$ cat src/rtl/attempt_lockout_ctrl.sv
// attempt_lockout_ctrl: failed-attempt guard with timed, escalating keypad lockout
// Ports: clk; rst (async, active-low); tick (timebase strobe); mode (1 = setup, attempts ignored);
//   enter (debounced key level, rising edge = attempt); pass_ok (comparator result at the edge);
//   fail_cnt (consecutive failures); led (severity colour); locked (keypad disabled);
//   lock_remain (ticks left in lockout); lock_level (escalation for next lockout);
//   unlock_pulse (one cycle when a lockout expires).
module attempt_lockout_ctrl #(
    parameter int MAX_TRIES  = 3,
    parameter int LOCK_TICKS = 30,
    parameter int MAX_LEVEL  = 2,
    localparam int CNT_W = $clog2(MAX_TRIES + 1),
    localparam int LVL_W = (MAX_LEVEL < 1) ? 1 : $clog2(MAX_LEVEL + 1),
    localparam int TW    = $clog2((LOCK_TICKS << MAX_LEVEL) + 1)
) (
    input  logic             clk,
    input  logic             rst,
    input  logic             tick,
    input  logic             mode,
    input  logic             enter,
    input  logic             pass_ok,
    output logic [CNT_W-1:0] fail_cnt,
    output logic [2:0]       led,
    output logic             locked,
    output logic [TW-1:0]    lock_remain,
    output logic [LVL_W-1:0] lock_level,
    output logic             unlock_pulse
);
    typedef enum logic {ARMED, LOCKED} state_t;

    state_t           state, nxt_state;
    logic             enter_q;
    logic             attempt;
    logic [CNT_W-1:0] nxt_fail;
    logic             nxt_locked;
    logic [TW-1:0]    nxt_remain;
    logic [LVL_W-1:0] nxt_level;
    logic             nxt_pulse;
    logic [2:0]       nxt_led;

    assign attempt = enter & ~enter_q & ~mode;

    always_comb begin
        nxt_state  = state;
        nxt_fail   = fail_cnt;
        nxt_locked = locked;
        nxt_remain = lock_remain;
        nxt_level  = lock_level;
        nxt_pulse  = 1'b0;
        if (state == ARMED) begin
            if (attempt && pass_ok) begin
                nxt_fail  = '0;
                nxt_level = '0;
            end else if (attempt && fail_cnt == CNT_W'(MAX_TRIES - 1)) begin
                nxt_fail   = CNT_W'(MAX_TRIES);
                nxt_locked = 1'b1;
                nxt_remain = TW'(LOCK_TICKS) << lock_level;
                nxt_level  = (lock_level == LVL_W'(MAX_LEVEL)) ? lock_level : lock_level + LVL_W'(1);
                nxt_state  = LOCKED;
            end else if (attempt) begin
                nxt_fail = fail_cnt + CNT_W'(1);
            end
        end else if (tick) begin
            // lock_remain is never 0 while LOCKED, so 1 marks the final tick
            if (lock_remain != TW'(1)) begin
                nxt_remain = lock_remain - TW'(1);
            end else begin
                nxt_remain = '0;
                nxt_locked = 1'b0;
                nxt_fail   = '0;
                nxt_pulse  = 1'b1;
                nxt_state  = ARMED;
            end
        end
        // fail_cnt==0 is tested first so MAX_TRIES=1 never yields 101
        nxt_led = nxt_locked ? 3'b111 :
                  (nxt_fail == '0) ? 3'b000 :
                  (nxt_fail == CNT_W'(MAX_TRIES - 1)) ? 3'b101 : 3'b001;
    end

    always_ff @(posedge clk or negedge rst) begin
        if (!rst) begin
            state        <= ARMED;
            enter_q      <= 1'b0;
            fail_cnt     <= '0;
            led          <= 3'b000;
            locked       <= 1'b0;
            lock_remain  <= '0;
            lock_level   <= '0;
            unlock_pulse <= 1'b0;
        end else begin
            state        <= nxt_state;
            enter_q      <= enter;
            fail_cnt     <= nxt_fail;
            led          <= nxt_led;
            locked       <= nxt_locked;
            lock_remain  <= nxt_remain;
            lock_level   <= nxt_level;
            unlock_pulse <= nxt_pulse;
        end
    end
endmodule
$ cat config.mk
export PLATFORM = sky130hd
export DESIGN_NAME = attempt_lockout_ctrl
export DESIGN_NICKNAME = d
export VERILOG_FILES = /design/src/rtl/attempt_lockout_ctrl.sv
export SDC_FILE = /design/constraint.sdc
export NUM_CORES = 1
export LEC_CHECK = 0
export ABC_CLOCK_PERIOD_IN_PS = 3900
export BUFFER_PORTS_ARGS = -buffer_cell sky130_fd_sc_hd__buf_2
export CAP_MARGIN = 20
export CORE_MARGIN = 4
export CORE_UTILIZATION = 50
export DETAILED_ROUTE_END_ITERATION = 8
export HOLD_SLACK_MARGIN = 0.03
export PLACE_DENSITY = 0.74
export SYNTH_ARGS = -nofsm -noshare
export SYNTH_HDL_FRONTEND = slang
export SYNTH_SLANG_ARGS = --single-unit
$ cat constraint.sdc
create_clock -name clk -period 3.9 [get_ports clk]
set_input_delay 1.17 -clock clk [delete_from_list [all_inputs] [get_ports clk]]
set_output_delay 1.17 -clock clk [all_outputs]
set_load 0.02 [all_outputs]
Yosys cells after proc, flatten, opt, wreduce, memory -nomap -nowiden
Cells that the tools add are included.

Bits in registers: 18. Bits in latches: 0. RAM bits: 0. Memory bits (read-only): 0. Input bits: 6. Output and inout bits: 16. Memories kept: 0.

Add/sub/neg operators: 3. Multiply operators: 0. Div/mod/pow operators: 0. Order comparisons: 0. Equal/unequal tests: 7. Shifts and indexed selects: 1. Mux-type cells: 30. Bitwise logic cells: 5. Reduce and logical (&&, ||, !) cells: 7.

Operator list (count): $mux 7 (5); $mux 2 (9); $mux 1 (13); $mux 3 (3); $ne 7x1->1 const B (1); $shl 5x2->7 const A (1); $sub 7x1->7 const B (1); $eq 2x2->1 const B (3); $ne 2x2->1 const B (3); $reduce_and 3->1 (2); $add 2x1->2 const B (2); $reduce_bool 2->1 (2); $not 1->1 (3); $and 1x1->1 (2); $logic_and 1x1->1 (2); $logic_not 2->1 (1).

Logic depth before layout (Yosys ltp)
Gate-level depths: netlist of run 1.

Depth in word-level cells: 11. Gate-level depth with buffers: 6. Gate-level depth less buffers: 6.

Least setup slack after synthesis of run 1
No wires, ideal clock.

Kind: input to register. Start: input mode. End: register lock_remain[6]. Library setup time: 0.126 ns. Arrival time: 2.135 ns. Data required time: 3.774 ns. Path slack: 1.639 ns. Stages: 3. Path buffers: 0. Cells stage by stage: nor3b_2 nand3_1 a221o_1.

Cells in the longest elaborated chain, start to end: 5. Elaborated cells on any way between the ends: 7. Those cells by class: 1 x eq/ne; 2 x bitwise; 4 x reduce/logical.

Ends and longest elaborated chain: start, declared (RTL line 18) `input logic mode,`; $not 1->1 * (RTL line 40) `assign attempt = enter & ~enter_q & ~mode;`; $and 1x1->1 * (RTL line 40); $logic_and 1x1->1 (on tied branches) (RTL line 50, 53); $ne 2x2->1 (no source line) or $reduce_bool 2->1 (tied branches); $reduce_and 3->1 (no source line) *; end signal, assigned (RTL line 96) `lock_remain <= nxt_remain;`; end, declared (RTL line 24) `output logic [TW-1:0] lock_remain,`.

Mark *: on every way between the ends. The rest lies on a longest branch, timed or not. A chain may end at the register's enable or synchronous reset.

Worst setup path in the final report of run 1
Same ends and word-level chain as after synthesis.

==> metrics.yaml, run 1 <==
setup_path:
  crit_type: "input pin to register"
  critPathSlowestCell: "nor3b_2"
  cp-end-kind: "register"
  critPathMaxStageDelay_ns: 0.46
  ff2ff_path_depth: 4
  arrival_ns: 2.43
  start_kind: "input pin"
  path_buf_inv: 1
  required_ns: 4.09
  path_cells: "buf_2 > nor3b_2 > nand3_1 > a221o_1"
  critPathMaxFanout: 10
  critical_path.top_delay_family: "simple AND/OR/NAND/NOR gates"
  path_depth: 4
pwr:
  p_leak_nw: 0.6066
  p_comb_share_pct: 48.4
  power_frac_seq_pct: 40.6
  internal_power_mw: 0.4597
  p_sw_mw: 0.4141
  peakVddDrop_v: 0.0003982
  power_density_nw_per_um2: 747.0
  swShare_pct: 47.39
  pwr-share-clk_pct: 11.0
  fin_total_pwr_mw: 0.8738
routing:
  ant_nets: 0
  drc: 0
  route.vias.total: 893
  wl_per_cell_um: 14.79
  drt_iter0_drc: 22
  wl_um: 2292
  routed_via_density: 5.761
  firstDrtPassIters: 4
synthesis:
  synthFlopType: "dfrtp_1"
  synth_cells: 106
  synth_seq_area_share_pct: 41.72
  synth.area.mux_share_pct: 0
  synth_compound_area_share_pct: 19.88
  syn_area_um2: 1020
  synth_edf_count: 0
  yosys.area_share.adder_pct: 8.589
  syn_nets: 119
  ys_types: 38
  synthXorXnorAreaFrac_pct: 0
  synth-seq-cells: 17
  ys_warn_count: 0
  syn_avg_cell_area_um2: 9.620
  synth_simple_gate_area_share_pct: 24.66
  synth_top_family_by_area: "simple AND/OR/NAND/NOR gates"
  async_reset_ff_share_pct: 100.0
floorplanning:
  initial_core_util_pct: 52.51
  num_io_pins: 22
  die_h_um: 53.16
  num_rows: 16
  die_area_um2: 2826
  coreArea_um2: 1942
  die_x_um: 53.16
placed_design:
  placed_cells: 151
  gp_congestion: 0.7965
  io_buffers: 21
  dp_hpwl_um: 1694
  placed_area_um2: 1144
timing:
  fmax_mhz: 446.1
  worst_hold_slack_ns: 0.5449
  drv_slew: 0
  finalCriticalPeriod_ns: 2.242
  worst_pin_slew_ns: 0.5308
  maxSlewHeadroom_pct: 64.61
  fin_setup_tns_ns: 0
  fin_skew_ns: 0.001818
  rsz0062_at_grt: "no"
  final-setup-viol-count: 0
  hold_violations: 0
  timing.final.crit_share_pct: 57.48
global_routing:
  gr-usage-all-layers_pct: 19.42
  grt_pass1_wl_um: 3926
  grt_max_degree: 18
  grt.overflow.total: 0
  grt_pass1_vias: 874
  grt_antenna_before_repair: 0
layout:
  fin_nets: 142
  syn2layout_area_growth_pct: 14.72
  layout_common_cells: "21 x buf_2, 17 x dfrtp_1, 10 x inv_1"
  drive_gt1_share_pct: 21.09
  fin_cells: 155
  num_antenna_cells: 0
  post-route-cell-area_um2: 1170
  final_common_cell: "buf_2"
  fillers: 191
clock_tree:
  hold_buffers: 0
  worst_skew_pair.late_latency_ns: 0.29
  cts_resized: 0
  cts_buffers: 3
  clock-sinks: 17
  cts_tree: "yes"
  post-cts-setup-buffer-count: 0
  clk_pin_slew_ns: 0.10
  root_buffer: "clkbuf_4"
  cts.htree.levels: 1
  max-clock-path-buffers: 2
min_path:
  hold_path_class: "register to register"
  min_path_cells: 2
run_status:
  status: "complete, no violations"
run:
  cap_viol_max_count: 0
-- state kept, by name (all words and copies together) (netlist names) --
signal and count:
led 3, lock_remain 7, lock_level 2, unlock_pulse 1
enter_q 1, fail_cnt 2, state 1
-- cell families (layout without fill, tap and decap cells) --
kind of cell               after synthesis  count (layout)
AOI/OAI and AO/OA                       29              29
adders and majority gates                7               7
buffers and inverters                   13              35
DFF                                     17              17
and+or+nand+nor                         40              40
-- metrics by stage --
step           util [%]  setup WS (ns)
2_1_floorplan         -          1.639
3_3_place_gp      58.89          1.427
3_5_place_dp      58.89          1.368
4_1_cts           60.24          1.685
5_1_grt           60.24          1.582
6_report          60.24          1.658
-- worst min-delay path, delay by kind of cell (launching register included) --
family | cells | cell delay (ns)
buf+inv | 1 | 0.06
compound gates | 1 | 0.10
flops | 1 | 0.36
-- cells in the mapped netlist (2+ instances only) --
| cell | count | share of area (%) |
|---|---|---|
| nand2_1 | 7 | 2.6 |
| nor3b_1 | 2 | 1.5 |
| nor3_1 | 3 | 1.5 |
| dfrtp_1 | 17 | 42 |
| a31oi_1 | 2 | 1.2 |
| a21oi_1 | 4 | 2.0 |
| inv_1 | 10 | 3.7 |
| clkbuf_1 | 2 | 0.74 |
| and3_1 | 2 | 1.2 |
| and2_1 | 2 | 1.2 |
| nor2_1 | 7 | 2.6 |
| o211ai_1 | 2 | 1.5 |
| ha_1 | 7 | 8.6 |
| a221o_1 | 2 | 2.0 |
| nand3_1 | 4 | 2.0 |
| nand3b_1 | 3 | 2.2 |
| o21ai_0 | 6 | 2.9 |
| o31ai_1 | 2 | 1.5 |
| o21ai_1 | 2 | 0.98 |
| nand2b_1 | 2 | 1.2 |
-- power by group through the flow --
stage	combinational, mW	clock (mW)	sequential [mW]
2_1_floorplan	0.245	0	0.401
3_3_place_gp	0.417	0	0.352
3_5_place_dp	0.425	0	0.358
4_1_cts	0.427	0.102	0.355
5_1_grt	0.465	0.109	0.369
6_report	0.423	0.0964	0.354
-- final timing paths --
kind	end	startpoint	slack [ns]
setup / recovery	lock_remain[6]$_DFFE_PN0P_	mode	1.66
hold / removal	led[1]$_DFF_PN0_	led[1]$_DFF_PN0_	0.54
setup reg to reg	lock_remain[3]$_DFFE_PN0P_	lock_remain[2]$_DFFE_PN0P_	2.08
hold reg to reg	led[1]$_DFF_PN0_	led[1]$_DFF_PN0_	0.54
max in group asynchronous	led[2]$_DFF_PN0_	rst	2.83
min in group asynchronous	lock_remain[4]$_DFFE_PN0P_	rst	0.79
-- layer usage --
metal,vias to the layer above,track usage [%],part of all wire (%)
met5,-,0,0
met4,0,8.936,1.5
met3,4,3.380,4.4
met2,19,33.26,50
met1,432,23.42,44
li1,438,-,-
-- final cells by class --
type	instances	area (µm²)	area share [%]
Multi-Input combinational cell	76	541.8	46.31
Sequential cell	17	425.4	36.36
Timing Repair Buffer	21	105.1	8.984
Inverter	10	37.54	3.209
Tap cell	27	33.78	2.888
Clock buffer	4	26.28	2.246
(Power assumes the default switching activity.)
==> inputs of run 2 (changes only) <==
Settings changed: ABC_CLOCK_PERIOD_IN_PS 3900 to 2000, CORE_UTILIZATION 50 to 47, PLACE_DENSITY 0.74 to 0.73.
Clock period 3.9 ns to 2 ns, I/O delays scaled along.
==> run 2 against run 1 <==
Cell count rose by 2.6%; clock power is 88% higher; critical path type is now register to register; wire length is 1.2% lower; first-iteration DRC count up 14%.
==> metrics.yaml, run 2 (synthesized netlist as in run 1, its figures left out) <==
layout:
  fin_cells: 159  # +2.6%
  largest_register: "lock_remain"
  num_antenna_cells: 0  # unchanged
  layout_common_cells: "21 x buf_2, 17 x dfrtp_1, 10 x inv_1"
  reg.largest.list: "lock_remain x7, led x3"
  fin_nets: 146  # +2.8%
  final_common_cell: "buf_2"
  syn2layout_area_growth_pct: 17.79
  largest_reg_flops: 7  # unchanged
  drive_gt1_share_pct: 24.24  # +3.1 points
run_status:
  status: "complete, no violations"
timing:
  final-setup-viol-count: 0  # unchanged
  timing.final.crit_share_pct: 90.03
  fmax_mhz: 555.4
  worst_pin_slew_ns: 0.3901  # -0.1407 ns
  worst_slack_ns: 0.1993  # -1.459 ns
  fin_setup_tns_ns: 0  # unchanged
  maxSlewHeadroom_pct: 73.80  # +9.2 points
  rsz0062_at_grt: "no"
  hold_violations: 0  # unchanged
  finalCriticalPeriod_ns: 1.801
  drv_slew: 0  # unchanged
  fin_skew_ns: 0.001094  # -0.0007235 ns
clock_tree:
  cts_resized: 0  # unchanged
  clk_pin_slew_ns: 0.10  # about the same
  cts_buffers: 3  # unchanged
  worst_skew_pair.late_latency_ns: 0.29  # about the same
  root_buffer: "clkbuf_4"
  clock-sinks: 17  # unchanged
  max-clock-path-buffers: 2  # unchanged
  hold_buffers: 0  # unchanged
  cts.htree.levels: 1  # unchanged
  cts_tree: "yes"
  post-cts-setup-buffer-count: 0  # unchanged
setup_path:
  rrSetupSlack_ns: 0.20  # -1.88 ns
  required_ns: 2.18  # -1.91 ns
  path_buf_inv: 0  # -1
  critPathMaxStageDelay_ns: 0.48  # +0.02 ns
  start_kind: "register"
  critPathMaxFanout: 7  # -3
  critical_path.top_delay_family: "simple AND/OR/NAND/NOR gates"
  crit_type: "register to register"
  cp-end-kind: "register"
  arrival_ns: 1.98  # -0.45 ns
  critPathSlowestCell: "dfrtp_1"
  path_cells: "nor4_4 > nand3b_1 > a22o_1 > a221o_1"
placed_design:
  placed_cells: 155  # +2.6%
  gp_congestion: 0.8569  # +7.6%
  dp_hpwl_um: 1746  # +3.1%
  place_ws_ns: 0.2272  # -1.141 ns
  io_buffers: 21  # unchanged
floorplanning:
  initial_core_util_pct: 50.94  # -1.6 points
  num_rows: 16  # unchanged
  coreArea_um2: 2002  # +3.1%
  num_io_pins: 22  # unchanged
  die_area_um2: 2979  # +5.4%
  die_h_um: 54.58  # +2.7%
  die_x_um: 54.58  # +2.7%
pwr:
  power_frac_seq_pct: 37.8  # -2.8 points
  p_comb_share_pct: 51.7  # +3.3 points
  power_density_nw_per_um2: 1433  # +92%
  internal_power_mw: 0.9185  # +100%
  swShare_pct: 46.66  # -0.73 points
  p_sw_mw: 0.8033  # +94%
  pwr-share-clk_pct: 10.5  # -0.5 points
  p_leak_nw: 0.6294  # +3.8%
  peakVddDrop_v: 0.0007993  # +100%
global_routing:
  grt_antenna_before_repair: 0  # unchanged
  grt.overflow.total: 0  # unchanged
  grt_max_degree: 18  # unchanged
  grt_pass1_wl_um: 3691  # -6.0%
  grt_pass1_vias: 831  # -4.9%
  gr-usage-all-layers_pct: 17.35  # -2.1 points
routing:
  wl_per_cell_um: 14.24  # -3.7%
  route.vias.total: 910  # +1.9%
  drc: 0  # unchanged
  drt_iter0_drc: 25  # +14%
  firstDrtPassIters: 4  # unchanged
  wl_um: 2264  # -1.2%
  routed_via_density: 5.723  # -0.66%
  ant_nets: 0  # unchanged
run:
  cap_viol_max_count: 0  # unchanged
min_path:
  hold_path_class: "input pin to asynchronous set/reset pin"
-- run 2: cell types whose count changed in the layout (fill, tap and decap cells not counted) --
| cell | delta |
|---|---|
| clkinv_2 | +1 |
| clkbuf_1 | -1 |
| buf_4 | +4 |
-- run 2: power groups by stage --
stage | logic, mW | clock network (mW) | registers [mW]
finish | 0.890 | 0.181 | 0.651
floorplan | 0.478 | 0 | 0.782
CTS | 0.896 | 0.189 | 0.648
detailed placement | 0.891 | 0 | 0.656
global route | 0.980 | 0.208 | 0.669
global placement | 0.880 | 0 | 0.645
-- run 2: cell type report --
| cell class | instances | area (µm²) |
|---|---|---|
| Clock buffer | 3 | 22.52 |
| Clock inverter | 1 | 5.005 |
| Fill cell | 193 | 800.8 |
| Inverter | 10 | 37.54 |
| Multi-Input combinational cell | 76 | 541.8 |
| Sequential cell | 17 | 425.4 |
| Tap cell | 27 | 33.78 |
| Timing Repair Buffer | 25 | 135.1 |
-- run 2: worst paths after layout --
kind	from	endpoint	cells past startpoint
setup / recovery	lock_remain[3]$_DFFE_PN0P_	lock_remain[3]$_DFFE_PN0P_	4
hold / removal	rst	unlock_pulse$_DFF_PN0_	1
min in group clk	enter	enter_q$_DFF_PN0_	1
max in group asynchronous	rst	enter_q$_DFF_PN0_	1
hold reg to reg	led[1]$_DFF_PN0_	led[1]$_DFF_PN0_	2
setup reg to reg	lock_remain[3]$_DFFE_PN0P_	lock_remain[3]$_DFFE_PN0P_	4
-- run 2: per-stage QoR --
| stage | power [mW] | cell area, µm² | hold WS [ns] | util (%) |
|---|---|---|---|---|
| floorplan | 1.260 | 1020 | 0.3044 | - |
| global placement | 1.526 | 1174 | 0.5172 | 58.63 |
| detailed placement | 1.547 | 1174 | 0.5249 | 58.63 |
| CTS | 1.733 | 1201 | 0.2174 | 60.00 |
| global route | 1.857 | 1201 | 0.2180 | 60.00 |
| finish | 1.722 | 1201 | 0.2150 | 60.00 |
-- run 2: layer usage --
metal  vias to the layer above  share of wire, %  track usage, %
met1                       426                45           21.48
met3                         6               5.7           3.815
li1                        445                 -               -
met2                        33                48           27.95
met5                         -                 0               0
met4                         0               1.5           9.129
==> inputs of run 3 (changes only) <==
Settings changed: CORE_ASPECT_RATIO set to 1.75, CORE_UTILIZATION 47 to 39, PLACE_DENSITY 0.73 to 0.63, TNS_END_PERCENT set to 30.
==> run 3 against run 2 <==
Worst setup slack lost 0.0056 ns; fmax shrank 0.31%; cell count unchanged; total power is 5.5% higher; first-iteration DRC count rose by 36%; sequential cell count stayed put; clock power is 51% higher; utilization down 11 points; final area is 2.0% higher; sequential share of layout area down 0.69 points; register-to-register slack barely moved; critical endpoint is now led[2]$_DFF_PN0_.
==> metrics.yaml, run 3 (synthesized netlist as in run 1, its figures left out) <==
run_status:
  status: "complete, no violations"
timing:
  rsz0062_at_grt: "no"
  fmax_mhz: 553.6  # -0.31%
  fin_skew_ns: 0.006007  # +0.004913 ns
  worst_pin_slew_ns: 0.4230  # +0.03291 ns
  maxSlewHeadroom_pct: 71.59  # -2.2 points
  timing.final.crit_share_pct: 90.31  # +0.28 points
  finalCriticalPeriod_ns: 1.806  # +0.005593 ns
  fin_setup_tns_ns: 0  # unchanged
  hold_violations: 0  # unchanged
  final-setup-viol-count: 0  # unchanged
  drv_slew: 0  # unchanged
floorplanning:
  num_rows: 24  # +8
  die_area_um2: 3529  # +18%
  initial_core_util_pct: 40.91  # -10 points
  coreArea_um2: 2492  # +24%
  die_x_um: 46.66  # -15%
  num_io_pins: 22  # unchanged
  die_h_um: 75.65  # +39%
global_routing:
  gr-usage-all-layers_pct: 16.14  # -1.2 points
  grt_pass1_wl_um: 4084  # +11%
  grt_max_degree: 18  # unchanged
  grt_antenna_before_repair: 0  # unchanged
  grt.overflow.total: 0  # unchanged
  grt_pass1_vias: 894  # +7.6%
layout:
  drive_gt1_share_pct: 24.06  # -0.18 points
  largest_reg_flops: 7  # unchanged
  regArea_um2: 425.4  # unchanged
  multi_input_area_um2: 541.8  # unchanged
  final_common_cell: "buf_2"
  layout_common_cells: "21 x buf_2, 17 x dfrtp_1, 10 x inv_1"
  fillers: 246  # +27%
  reg.largest.list: "lock_remain x7, led x3"
  post-route-util_pct: 49.15  # -11 points
  num_antenna_cells: 0  # unchanged
  largest_register: "lock_remain"
  syn2layout_area_growth_pct: 20.12
  post-route-cell-area_um2: 1225  # +2.0%
  fin_nets: 147  # +0.68%
placed_design:
  placed_area_um2: 1180  # +0.53%
  dp_hpwl_um: 1908  # +9.2%
  io_buffers: 21  # unchanged
  gp_congestion: 0.8314  # -3.0%
clock_tree:
  hold_buffers: 0  # unchanged
  cts.htree.levels: 1  # unchanged
  cts_tree: "yes"
  post-cts-setup-buffer-count: 0  # unchanged
  cts_resized: 0  # unchanged
  worst_skew_pair.late_latency_ns: 0.26  # -0.03 ns
  cts_buffers: 3  # unchanged
  clk_pin_slew_ns: 0.07  # -0.03 ns
  max-clock-path-buffers: 2  # unchanged
  clock-sinks: 17  # unchanged
  root_buffer: "clkbuf_8"
setup_path:
  reg2reg_from: "lock_remain[3]$_DFFE_PN0P_"
  cp-end-kind: "register"
  arrival_ns: 1.99  # about the same
  required_ns: 2.18  # about the same
  ff2ff_path_depth: 4  # unchanged
  start_kind: "register"
  crit_type: "register to register"
  r2r_end: "led[2]$_DFF_PN0_"
  critPathMaxFanout: 7  # unchanged
  rrSetupSlack_ns: 0.19  # about the same
pwr:
  power_density_nw_per_um2: 1482  # +3.4%
  peakVddDrop_v: 0.0005572  # -30%
  p_leak_nw: 0.6386  # +1.5%
min_path:
  hold_path_class: "input pin to asynchronous set/reset pin"
routing:
  routed_via_density: 5.629  # -1.6%
  ant_nets: 0  # unchanged
  drt_iter0_drc: 34  # +36%
  wl_per_cell_um: 15.55  # +9.2%
  route.vias.total: 895  # -1.6%
  drc: 0  # unchanged
  firstDrtPassIters: 4  # unchanged
  wl_um: 2472  # +9.2%
run:
  cap_viol_max_count: 0  # unchanged
[run 3: stage by stage]
stage / worst slack, ns / hold WS (ns) / std cells / power, mW
final: 0.1937 / 0.2569 / 159 / 1.816
after global routing: 0.08413 / 0.2899 / 159 / 1.953
after CTS: 0.1961 / 0.2797 / 159 / 1.824
after detailed placement: 0.2115 / 0.5404 / 155 / 1.550
after global placement: 0.2331 / 0.5248 / 155 / 1.536
after floorplan: 0.2890 / 0.3044 / 106 / 1.260
[run 3: per-layer routing]
layer,up-vias,global-route usage (%),wire (µm)
met5,-,0,0
met4,0,7.077,47
li1,446,-,-
met2,19,28.37,1345
met3,5,2.364,76
met1,425,18.73,1003
[run 3: worst max-delay path, cell delays in order (launching register included)]
cell      delay, ns
dfrtp_1        0.47
nor4_4         0.46
nand4b_2       0.22
a311o_1        0.42
o21ai_1        0.14
[run 3: where the power goes]
group          switching, mW  internal (mW)  leakage (nW)  total [mW]
sequential             0.181          0.478         0.203       0.659
clock                  0.131          0.142        0.0228       0.273
combinational          0.517          0.367         0.413       0.884
total                  0.828          0.987         0.639        1.82
[run 3: worst max-delay path by stage]
stage / start / endpoint / depth (start not counted)
detailed placement: pass_ok / lock_remain[2]$_DFFE_PN0P_ / 5
global placement: pass_ok / lock_remain[2]$_DFFE_PN0P_ / 5
global route: lock_remain[3]$_DFFE_PN0P_ / led[2]$_DFF_PN0_ / 4
CTS: lock_remain[3]$_DFFE_PN0P_ / led[2]$_DFF_PN0_ / 4
finish: lock_remain[3]$_DFFE_PN0P_ / led[2]$_DFF_PN0_ / 4
floorplan: lock_remain[2]$_DFFE_PN0P_ / lock_remain[3]$_DFFE_PN0P_ / 4
[run 3: area by class of cell]
cell class / instances / share of cell area, %
Inverter: 10 / 3.064
Timing Repair Buffer: 26 / 11.64
Multi-Input combinational cell: 76 / 44.23
Tap cell: 26 / 2.656
Sequential cell: 17 / 34.73
Clock buffer: 4 / 3.677
